`config.mk`:
```
export PLATFORM = sky130hd
export DESIGN_NAME = psa_accum
export DESIGN_NICKNAME = d
export VERILOG_FILES = /design/src/rtl/psa_accum.sv
export SDC_FILE = /design/constraint.sdc
export NUM_CORES = 1
export LEC_CHECK = 0
export ABC_AREA = 1
export CELL_PAD_IN_SITES_DETAIL_PLACEMENT = 2
export CELL_PAD_IN_SITES_GLOBAL_PLACEMENT = 2
export CORE_MARGIN = 2
export CORE_UTILIZATION = 30
export CTS_BUF_LIST = sky130_fd_sc_hd__clkbuf_4 sky130_fd_sc_hd__clkbuf_8
export DETAILED_ROUTE_END_ITERATION = 16
export HOLD_SLACK_MARGIN = 0.05
export PLACE_DENSITY = 0.95
export SLEW_MARGIN = 20
export SYNTH_ARGS = -nofsm -noshare
export SYNTH_HDL_FRONTEND = slang
export SYNTH_SLANG_ARGS = --single-unit
export TNS_END_PERCENT = 1
```
`constraint.sdc`:
```
create_clock -name clk -period 3.2 [get_ports clk]
set_input_delay 0.64 -clock clk [delete_from_list [all_inputs] [get_ports clk]]
set_output_delay 0.64 -clock clk [all_outputs]
set_load 0.1 [all_outputs]
```
`src/rtl/psa_accum.sv`:
```
// -----------------------------------------------------------------------------
// psa_accum
//
// Accumulates a stream of packed 4 x 4-bit signed sums from the partitioned
// sub-word adder. Each nibble lane is accumulated independently over a burst.
// The block then presents one packed result per burst. Valid/ready handshakes
// are used on both sides, and only one result is buffered at a time.
//
// Configuration macro:
//   PSA_ACC_SAT_EN  defined   : an overflowing lane clamps to 0x7 / 0x8
//                   undefined : an overflowing lane wraps modulo 16
//   The per-lane overflow flag is set in both builds.
//
// Parameters:
//   BURST_MAX  maximum beats per burst, 1 .. 2**CNT_W-1
//   CNT_W      width of the beat counter and out_count
//
// Ports:
//   clk            system clock, rising edge
//   rst            synchronous active-high reset
//   in_valid       beat present on in_sum / in_err / in_last
//   in_ready       block accepts a beat this cycle (IDLE / ACCUM)
//   in_sum[15:0]   packed lanes [15:12],[11:8],[7:4],[3:0], signed 4-bit
//   in_err         upstream adder overflow flag for this beat
//   in_last        final beat of the burst
//   out_valid      result held and valid (HOLD)
//   out_ready      consumer takes the result
//   out_acc[15:0]  packed lane accumulations
//   out_lane_ovfl  sticky per-lane overflow, bit i = lane [4i+3:4i]
//   out_err        sticky OR of in_err, plus the forced-termination flag
//   out_count      number of beats accepted in the burst
// -----------------------------------------------------------------------------
module psa_accum #(
    parameter int BURST_MAX = 15,
    parameter int CNT_W     = 4
) (
    input  logic             clk,
    input  logic             rst,
    input  logic             in_valid,
    output logic             in_ready,
    input  logic [15:0]      in_sum,
    input  logic             in_err,
    input  logic             in_last,
    output logic             out_valid,
    input  logic             out_ready,
    output logic [15:0]      out_acc,
    output logic [3:0]       out_lane_ovfl,
    output logic             out_err,
    output logic [CNT_W-1:0] out_count
);

    typedef enum logic [1:0] {
        IDLE  = 2'd0,
        ACCUM = 2'd1,
        HOLD  = 2'd2
    } state_t;

    typedef struct packed {
        logic [15:0] acc;
        logic [3:0]  ovfl;
    } lane_sum_t;

    localparam logic [CNT_W-1:0] CNT_ONE   = CNT_W'(1);
    localparam logic [CNT_W-1:0] BURST_LIM = CNT_W'(BURST_MAX);

    state_t           state;
    lane_sum_t        lane_sum;
    logic             accept;
    logic [CNT_W-1:0] count_next;
    logic             burst_end;

    // Adds the two operands lane by lane in signed 4-bit arithmetic.
    // Overflow occurs when both operands have the same sign but the 4-bit
    // result has the opposite sign.
    function automatic lane_sum_t lane_add(input logic [15:0] a,
                                           input logic [15:0] b);
        lane_sum_t  r;
        logic [3:0] x;
        logic [3:0] y;
        logic [4:0] s;
        logic       ov;
        r = '0;
        for (int i = 0; i < 4; i++) begin
            x  = a[4*i +: 4];
            y  = b[4*i +: 4];
            s  = {x[3], x} + {y[3], y};
            ov = (x[3] == y[3]) && (s[3] != x[3]);
            r.ovfl[i] = ov;
`ifdef PSA_ACC_SAT_EN
            // The sign of either operand gives the saturation direction.
            r.acc[4*i +: 4] = ov ? (x[3] ? 4'h8 : 4'h7) : s[3:0];
`else
            r.acc[4*i +: 4] = s[3:0];
`endif
        end
        return r;
    endfunction

    // NOTE: every signal written in always_comb gets a default first, so no
    // path can leave it unassigned and infer a latch.
    always_comb begin
        lane_sum   = '0;
        lane_sum   = lane_add(out_acc, in_sum);
        accept     = in_valid && in_ready;
        count_next = out_count + CNT_ONE;
        burst_end  = in_last || (count_next == BURST_LIM);
    end

    // The outputs are the accumulator registers themselves. in_ready and
    // out_valid are registered copies of the state decode, updated together
    // with the state.
    // NOTE: sequential state uses non-blocking assignments only, so every
    // register samples pre-edge values regardless of statement order.
    always_ff @(posedge clk) begin
        if (rst) begin
            state         <= IDLE;
            in_ready      <= 1'b1;
            out_valid     <= 1'b0;
            out_acc       <= '0;
            out_lane_ovfl <= '0;
            out_err       <= 1'b0;
            out_count     <= '0;
        end else begin
            case (state)
                IDLE: begin
                    if (accept) begin
                        // The first beat loads the accumulator; no add.
                        out_acc       <= in_sum;
                        out_count     <= CNT_ONE;
                        out_lane_ovfl <= '0;
                        out_err       <= in_err;
                        if (in_last || (BURST_LIM == CNT_ONE)) begin
                            state     <= HOLD;
                            in_ready  <= 1'b0;
                            out_valid <= 1'b1;
                            out_err   <= in_err || !in_last;
                        end else begin
                            state <= ACCUM;
                        end
                    end
                end
                ACCUM: begin
                    if (accept) begin
                        out_acc       <= lane_sum.acc;
                        out_lane_ovfl <= out_lane_ovfl | lane_sum.ovfl;
                        out_count     <= count_next;
                        out_err       <= out_err || in_err;
                        if (burst_end) begin
                            // Reaching BURST_MAX without in_last is a forced
                            // termination, which is reported through out_err.
                            state     <= HOLD;
                            in_ready  <= 1'b0;
                            out_valid <= 1'b1;
                            out_err   <= out_err || in_err || !in_last;
                        end
                    end
                end
                HOLD: begin
                    if (out_ready) begin
                        state         <= IDLE;
                        in_ready      <= 1'b1;
                        out_valid     <= 1'b0;
                        out_acc       <= '0;
                        out_lane_ovfl <= '0;
                        out_err       <= 1'b0;
                        out_count     <= '0;
                    end
                end
                default: begin
                    state     <= IDLE;
                    in_ready  <= 1'b1;
                    out_valid <= 1'b0;
                end
            endcase
        end
    end

endmodule

```
==> results_dict.tcl, run 1 <==
set metrics [dict create \
    ys_async_sr_fraction_pct 0 \
    cts_buffers 5 \
    final.fill_count 719 \
    antenna_left 0 \
    max-clock-path-buffers 2 \
    area_growth_pct 31.8 \
    maxCapViolCount 0 \
    dieArea_sq_um 6920 \
    root_buffer "clkbuf_8" \
    critPathMaxStageDelay_ns 0.52 \
    num_antenna_cells 0 \
    grt_antenna_before_repair 0 \
    drt-met1-wl_um 2680 \
    critPathBufInv 2 \
    fin_crit_sh_pct 65.2 \
    place_congestion 0.745 \
    wl_met2_um 3270 \
    r2r-start "state[1]$_SDFFE_PP0P_" \
    finalWirelength_um 6330 \
    cts_tree "yes" \
    max_slew.worst_pin.slew_ns 0.551 \
    total_power_uw 3010 \
    core-area_sq_um 5990 \
    startpoint_type "input port" \
    cts_resized 0 \
    vias 1986 \
    slew_violations 0 \
    clock.fmax_mhz 479 \
    holdCritPathClass "reg -> reg" \
    syn_inst 259 \
    wl_per_cell_um 16.5 \
    cts_sinks 29 \
    r2r_slack_ns 1.16 \
    port_buffers 48 \
    io_pins 49 \
    grt_pass1_vias 2241 \
    dpl_worst_slack_ns 0.876 \
    end_kind "register" \
    yosysUniqueCellTypes 28 \
    die_h_um 83.2 \
    highest_layer "met4" \
    final_nets 352 \
    arrival_ns 2.32 \
    drive_above_1_share_pct 14.9 \
    fin_setup_tns_ns 0 \
    synth_flop_cell "dfxtp_1" \
    viasPerCell 5.17 \
    yosysTopAreaCell "dfxtp_1" \
    setup_violations 0 \
    worst-path-max-fanout 2 \
    rows 28 \
    ys_top_cells_by_area "dfxtp_1 (31%), ha_1 (12%), nand2_1 (12%), a21oi_1 (7.5%), nand3_1 (4.8%)" \
    status "completed" \
    grt_max_degree 20 \
    r2r_cells 10 \
    cts_htree_levels 2 \
    clk_latency_ns 0.30 \
    post_cts_buffers 0 \
    rsz0062_at_grt "false" \
    drtPass1Iterations 4 \
    timing.slew.headroom_pct 63.0 \
    hold_viol 0 \
    utilization_pct 41.4 \
    grt.total_usage_pct 19.2 \
    drc 0 \
    cp_num_cells 7 \
    critPathLaunch "in_sum[0]" \
    whs_path_depth 2 \
    clk_pin_slew_ns 0.07 \
    crit_path_cell_trace "clkdlybuf4s50_1 > ha_1 > inv_1 > fa_1 > nor3_1 > o21ai_1 > a21oi_1" \
    synth_top_area_share_pct 30.9 \
    p_per_area_nw_per_um2 1220 \
    path_class "in -> reg" \
    ctsHoldBuffers 0 \
    avgSynthCellArea_sq_um 7.26 \
    synth_area_sq_um 1880 \
    dp_hpwl_um 4800 \
    yosys_warnings 0 \
    hold_start "out_valid$_SDFFE_PP0P_" \
    ys_seq_area_share_pct 30.9 \
    yosys_register_bits 29 \
    fp.dieW_um 83.2 \
    peakVddDrop_mv 0.653 \
    period_needed_ns 2.09 \
    cp.required_ns 3.43 \
    cp_top_family "adder cells" \
    wl_met3_um 250 \
    cpMaxStageDelayCell "clkdlybuf4s50_1" \
    placed_cells 376 \
    fin_worst_skew_ns 0.00747 \
    p_leak_uw 0.00113 \
    synth_edf_count 0 \
    grt_overflow 0 \
    final_cells 384 \
    synth_nets 303 \
    layout_setup_ws_ns 1.11 \
    drt_iter0_markers 34 \
    initial_core_util_pct 31.4 \
    grt_pass1_wl_um 10700 \
]
[registers in the layout, summed over array words and instances (netlist names)]
signal,count
out_lane_ovfl,4
out_acc,16
in_ready,1
out_err,1
out_valid,1
out_count,4
state,2
[cell usage in the layout (no fill, tap or decap), drive strengths merged]
| cell type | synthesis | layout |
|---|---|---|
| or2 | 2 | 2 |
| xor2 | 4 | 4 |
| nor3 | 2 | 2 |
| a31oi | 8 | 8 |
| inv | 26 | 26 |
| nor2 | 24 | 24 |
| a22oi | 2 | 2 |
| nand3 | 18 | 18 |
| clkdlybuf4s50 | 0 | 21 |
| nand4 | 3 | 3 |
| buf | 4 | 29 |
| xnor2 | 2 | 2 |
| bufinv | 0 | 1 |
| nand2 | 62 | 62 |
| fa | 4 | 4 |
| o21ai | 17 | 17 |
| clkbuf | 4 | 7 |
| ha | 18 | 18 |
| dfxtp | 29 | 29 |
| a21oi | 29 | 29 |
| clkinv | 1 | 1 |
[logic make-up after synthesis]
family / share of synthesized area [%]
flops: 30.9
compound gates: 16.3
fa+ha+maj: 16.2
buf+inv: 7.72
xor+xnor: 2.79
simple gates: 26.1
[per-stage QoR]
stage	instance area (sq um)	hold WS, ns
detailed placement	2360	0.464
global placement	2360	0.457
floorplan	1880	0.491
global route	2480	0.528
CTS	2480	0.495
finish	2480	0.488
[cells in the mapped netlist (3+ instances only)]
master    count
nand3_1      18
a21oi_1      28
a31oi_1       8
inv_1        24
fa_1          4
o21ai_0      10
o21ai_1       7
nand2_1      58
nand4_1       3
dfxtp_1      29
clkbuf_1      4
nor2_1       23
ha_1         18
xor2_1        4
[worst paths after layout]
kind,endpoint
setup reg to reg,out_acc[13]$_SDFFE_PP0P_
setup / recovery,out_acc[1]$_SDFFE_PP0P_
hold / removal,out_valid$_SDFFE_PP0P_
hold reg to reg,out_valid$_SDFFE_PP0P_
[worst register-to-register path, delay by kind of cell, from the launching register on]
family | cells | cell delay (ns)
buffers and inverters | 3 | 0.53
adders and majority gates | 1 | 0.30
AOI/OAI and AO/OA | 1 | 0.22
DFF | 1 | 0.37
and+or+nand+nor | 5 | 0.55
[power by group]
group	switching, uW	internal, uW	total (uW)
registers	123	484	607
clock network	157	262	419
logic	1500	490	1990
total	1780	1240	3010
[final cells by class]
| class | count | area (sq um) | area share, % |
|---|---|---|---|
| Sequential cell | 29 | 581 | 23.4 |
| Clock inverter | 1 | 30.0 | 1.21 |
| Timing Repair Buffer | 50 | 428 | 17.3 |
| Multi-Input combinational cell | 195 | 1150 | 46.6 |
| Inverter | 27 | 101 | 4.09 |
| Tap cell | 75 | 93.8 | 3.79 |
| Clock buffer | 7 | 90.1 | 3.63 |
[per-layer routing]
| metal | track usage, % | vias to the layer above |
|---|---|---|
| li1 | - | 951 |
| met1 | 21.1 | 971 |
| met2 | 36.0 | 51 |
| met3 | 4.47 | 13 |
| met4 | 5.96 | 0 |
| met5 | 0 | - |
Power figures use the tool's default switching activity.
==> inputs of run 2 (changes only) <==
Settings changed: CORE_UTILIZATION 30 to 25, PLACE_DENSITY 0.95 to 0.9.
Clock period 3.2 ns to 1.9 ns, I/O delays scaled along.
==> results_dict.tcl, run 2 (synthesis gave the netlist of run 1 again) <==
set metrics [dict create \
    p_leak_uw 0.00128 \
    fp.dieW_um 90.7 \
    root_buffer "clkbuf_8" \
    drt_iter0_markers 55 \
    cts_buffers 5 \
    critPathMaxStageDelay_ns 0.35 \
    clk_pin_slew_ns 0.07 \
    period_needed_ns 1.82 \
    hold_start "out_valid$_SDFFE_PP0P_" \
    crit_path_cell_trace "inv_1 > ha_1 > inv_2 > nand2_4 > nand2_1 > nand2_2 > nor2_8 > nand2_2 > or2_0 > a21oi_1" \
    holdCritPathClass "reg -> reg" \
    maxCapViolCount 0 \
    whs_path_depth 2 \
    final_cells 424 \
    grt.total_usage_pct 18.7 \
    critPathLaunch "state[1]$_SDFFE_PP0P_" \
    p_per_area_nw_per_um2 2010 \
    grt_antenna_before_repair 0 \
    r2r_slack_ns 0.08 \
    worst-path-max-fanout 6 \
    clk_latency_ns 0.29 \
    fin_setup_tns_ns 0 \
    final_common_cell "nand2_1" \
    ctsHoldBuffers 0 \
    timing.slew.headroom_pct 78.7 \
    grt_pass1_wl_um 12200 \
    max_slew.worst_pin.slew_ns 0.319 \
    place_congestion 0.762 \
    top_regs "out_acc: 16 flops, out_count: 4 flops, out_lane_ovfl: 4 flops" \
    r2r-start "state[1]$_SDFFE_PP0P_" \
    grt_pass1_vias 2381 \
    cts_sinks 29 \
    final_nets 369 \
    power.share.clock_pct 9.4 \
    finalWirelength_um 7580 \
    utilization_pct 40.8 \
    final_cell_mix "nand2_1 (58), a21oi_1 (27), buf_12 (25)" \
    top_register "out_acc" \
    dp_hpwl_um 5380 \
    antenna_left 0 \
    drc 0 \
    grt_overflow 0 \
    peakVddDrop_mv 1.02 \
    fin_crit_sh_pct 95.6 \
    area_growth_pct 57.2 \
    startpoint_type "register" \
    intPower_uw 2660 \
    min_to "out_valid$_SDFFE_PP0P_" \
    dieArea_sq_um 8230 \
    cpMostUsedCell "nand2_2" \
    grt_max_degree 16 \
    multi_input_area_sq_um 1170 \
    die_h_um 90.7 \
    cts_htree_levels 2 \
    final-seq-area_sq_um 588 \
    drtPass1Iterations 4 \
    cpMaxStageDelayCell "dfxtp_2" \
    fin_worst_skew_ns 0.00252 \
    hold_viol 0 \
    num_antenna_cells 0 \
    end_kind "register" \
    clock.fmax_mhz 550 \
    largest_reg_flops 16 \
    core-area_sq_um 7250 \
    swShare_pct 55.4 \
    r2r_end "out_count[1]$_SDFFE_PP0P_" \
    switchingPower_uw 3300 \
    port_buffers 48 \
    viasPerCell 4.90 \
    pwr-share-comb_pct 71.9 \
    r2r_cells 10 \
    setup_violations 0 \
    final.fill_count 819 \
    max-clock-path-buffers 2 \
    wl_per_cell_um 17.9 \
    cp.required_ns 2.11 \
    initial_core_util_pct 25.9 \
    io_pins 49 \
    rows 31 \
    rsz0062_at_grt "true" \
    placed_area_sq_um 2800 \
    total_power_uw 5960 \
    drive_above_1_share_pct 22.5 \
    placed_cells 413 \
    cts_tree "yes" \
    vias 2077 \
    seq_power_share_pct 18.7 \
    arrival_ns 2.02 \
    status "completed" \
    path_class "reg -> reg" \
    slew_violations 0 \
    fin_area_sq_um 2960 \
]
==> run 2: worst max-delay path by stage <==
| stage | slack, ns | end |
|---|---|---|
| 2_1_floorplan | -0.11 | out_acc[13]$_SDFFE_PP0P_ |
| 3_3_place_gp | -0.07 | out_acc[1]$_SDFFE_PP0P_ |
| 3_5_place_dp | -0.23 | out_acc[5]$_SDFFE_PP0P_ |
| 4_1_cts | 0.01 | out_acc[15]$_SDFFE_PP0P_ |
| 5_1_grt | -0.03 | out_count[1]$_SDFFE_PP0P_ |
| 6_report | 0.08 | out_count[1]$_SDFFE_PP0P_ |
==> run 2: routing by layer <==
layer  routed length, um  part of all wire, %  track usage (%)
met3                 255                  3.4             3.76
met2                4030                   53             35.2
met5                   0                    0                0
met4                 147                  1.9             5.90
met1                3140                   41             20.9
==> run 2: repair_timing <==
| item | 4_1_cts | 5_1_grt |
|---|---|---|
| endpoints found under the setup margin | 2 | 18 |
| buffers inserted | 0 | 4 |
| resized for setup | 1 | 10 |
| pin swaps | 0 | 1 |
==> run 2: power by group through the flow <==
stage	logic (uW)	clock network, uW	registers (uW)
after floorplan	1320	0	2270
after global placement	3910	0	1100
after detailed placement	4050	0	1110
after CTS	4130	575	1110
after global routing	4560	596	1140
final	4280	560	1110
==> run 2: layout make-up <==
type,count,area share (%)
Clock buffer,7,3.05
Inverter,27,3.72
Multi-Input combinational cell,195,39.5
Sequential cell,29,19.9
Tap cell,99,4.19
Timing Repair Buffer,67,29.6
==> run 2: through the flow <==
step,worst slack (ns),hold slack (ns)
2_1_floorplan,-0.114,0.491
5_1_grt,-0.0318,0.507
6_report,0.0833,0.473
4_1_cts,0.0128,0.476
3_5_place_dp,-0.229,0.465
3_3_place_gp,-0.0712,0.453
==> run 2: critical path: cells and delay by family, from the launching register on <==
family	cells	cell delay (ns)
adder cells (fa/ha/maj)	1	0.22
AO/OA/AOI/OAI	1	0.16
buffers and inverters	2	0.18
flip-flops	1	0.35
AND/OR/NAND/NOR	6	0.81
==> inputs of run 3 (changes only) <==
Settings changed: CORE_UTILIZATION 25 to 30, PLACE_DENSITY 0.9 to 0.95, SKIP_LAST_GASP set to 1.
Clock period 1.9 ns to 2.3 ns, I/O delays scaled along.
==> results_dict.tcl, run 3 (synthesis gave the netlist of run 1 again) <==
set metrics [dict create \
    status "completed" \
    rsz0062_at_grt "false" \
    p_per_area_nw_per_um2 1660 \
    wl_met3_um 350 \
    fin_setup_tns_ns 0 \
    dp_hpwl_um 4800 \
    intPower_uw 1590 \
    viasPerCell 5.13 \
    rows 28 \
    clk_pin_slew_ns 0.07 \
    drt_iter0_markers 36 \
    die_h_um 83.2 \
    cts_resized 0 \
    fin_crit_sh_pct 86.6 \
    peakVddDrop_mv 0.786 \
    finalWirelength_um 6220 \
    area_growth_pct 30.1 \
    cts_tree "yes" \
    post_cts_buffers 0 \
    clock.fmax_mhz 502 \
    setup_violations 0 \
    worst-path-max-fanout 19 \
    fin_worst_skew_ns 0.00828 \
    total_power_uw 4060 \
    cts_htree_levels 2 \
    ctsHoldBuffers 0 \
    final_cell_mix "nand2_1 (58), buf_4 (31), dfxtp_1 (29)" \
    io_pins 49 \
    initial_core_util_pct 31.4 \
    dieArea_sq_um 6920 \
    highest_layer "met4" \
    antenna_left 0 \
    power.share.clock_pct 9.8 \
    root_buffer "clkbuf_8" \
    grt.total_usage_pct 19.1 \
    max_slew.worst_pin.slew_ns 0.403 \
    swShare_pct 60.8 \
    largest_reg_flops 16 \
    drtPass1Iterations 4 \
    cts_sinks 29 \
    place_congestion 0.733 \
    drive_above_1_share_pct 14.9 \
    end_kind "register" \
    startpoint_type "register" \
    slew_violations 0 \
    top_regs "out_acc: 16 flops, out_count: 4 flops, out_lane_ovfl: 4 flops" \
    grt_pass1_wl_um 10700 \
    p_leak_uw 0.00111 \
    fp.dieW_um 83.2 \
    core-area_sq_um 5990 \
    hold_viol 0 \
    wl_per_cell_um 16.2 \
    num_antenna_cells 0 \
    grt_max_degree 20 \
    r2r_slack_ns 0.31 \
    grt_overflow 0 \
    cp.required_ns 2.45 \
    timing.slew.headroom_pct 73.1 \
    grt_antenna_before_repair 0 \
    pwr-share-comb_pct 69.7 \
    vias 1969 \
    holdCritPathClass "reg -> reg" \
    path_class "reg -> reg" \
    clk_latency_ns 0.28 \
    port_buffers 48 \
    grt_pass1_vias 2213 \
    arrival_ns 2.14 \
    drc 0 \
    switchingPower_uw 2470 \
    max-clock-path-buffers 2 \
    final_nets 354 \
    drt-met1-wl_um 2550 \
    top_register "out_acc" \
    wl_met2_um 3300 \
    final_common_cell "nand2_1" \
    period_needed_ns 1.99 \
    maxCapViolCount 0 \
    seq_power_share_pct 20.5 \
    cts_buffers 5 \
    final.fill_count 703 \
]
==> run 3: through the flow <==
step	hold slack, ns	instances	util, %	instance area [sq um]	setup WS, ns
finish	0.478	384	40.9	2450	0.307
global route	0.542	384	40.9	2450	0.112
global placement	0.456	378	39.6	2370	0.231
detailed placement	0.471	378	39.6	2370	0.148
CTS	0.488	384	40.9	2450	0.285
floorplan	0.491	259	-	1880	0.159
==> run 3: power groups by stage <==
stage	Clock [uW]	Combinational [uW]	Sequential, uW
floorplan	0	1090	1870
global placement	0	2720	835
detailed placement	0	2830	843
CTS	409	2850	838
global route	432	3050	867
finish	397	2830	833
==> run 3: final timing paths <==
check / start / endpoint / depth (start not counted)
setup / recovery: state[1]$_SDFFE_PP0P_ / out_lane_ovfl[2]$_SDFFE_PP0P_ / 8
hold reg to reg: out_valid$_SDFFE_PP0P_ / out_valid$_SDFFE_PP0P_ / 2
hold / removal: out_valid$_SDFFE_PP0P_ / out_valid$_SDFFE_PP0P_ / 2
setup reg to reg: state[1]$_SDFFE_PP0P_ / out_lane_ovfl[2]$_SDFFE_PP0P_ / 8
==> run 3: layer usage <==
layer	vias to the layer above	global-route usage [%]
met5	-	0
met4	0	3.87
met3	2	5.07
met2	45	35.4
met1	967	22.0
li1	955	-
==> run 3: final cells by class <==
cell class	count	area, sq um	area share, %
Clock inverter	1	5.00	0.204
Clock buffer	5	68.8	2.81
Timing Repair Buffer	52	443	18.1
Inverter	27	101	4.14
Multi-Input combinational cell	195	1150	47.2
Sequential cell	29	581	23.7
Tap cell	75	93.8	3.83
==> run 3: critical path: stages, from the launching register on <==
cell     delay [ns]
dfxtp_1        0.36
inv_1          0.08
ha_1           0.27
inv_2          0.15
nand2_4        0.08
a21oi_4        0.24
nand2_4        0.21
o21ai_1        0.37
nor2_1         0.10
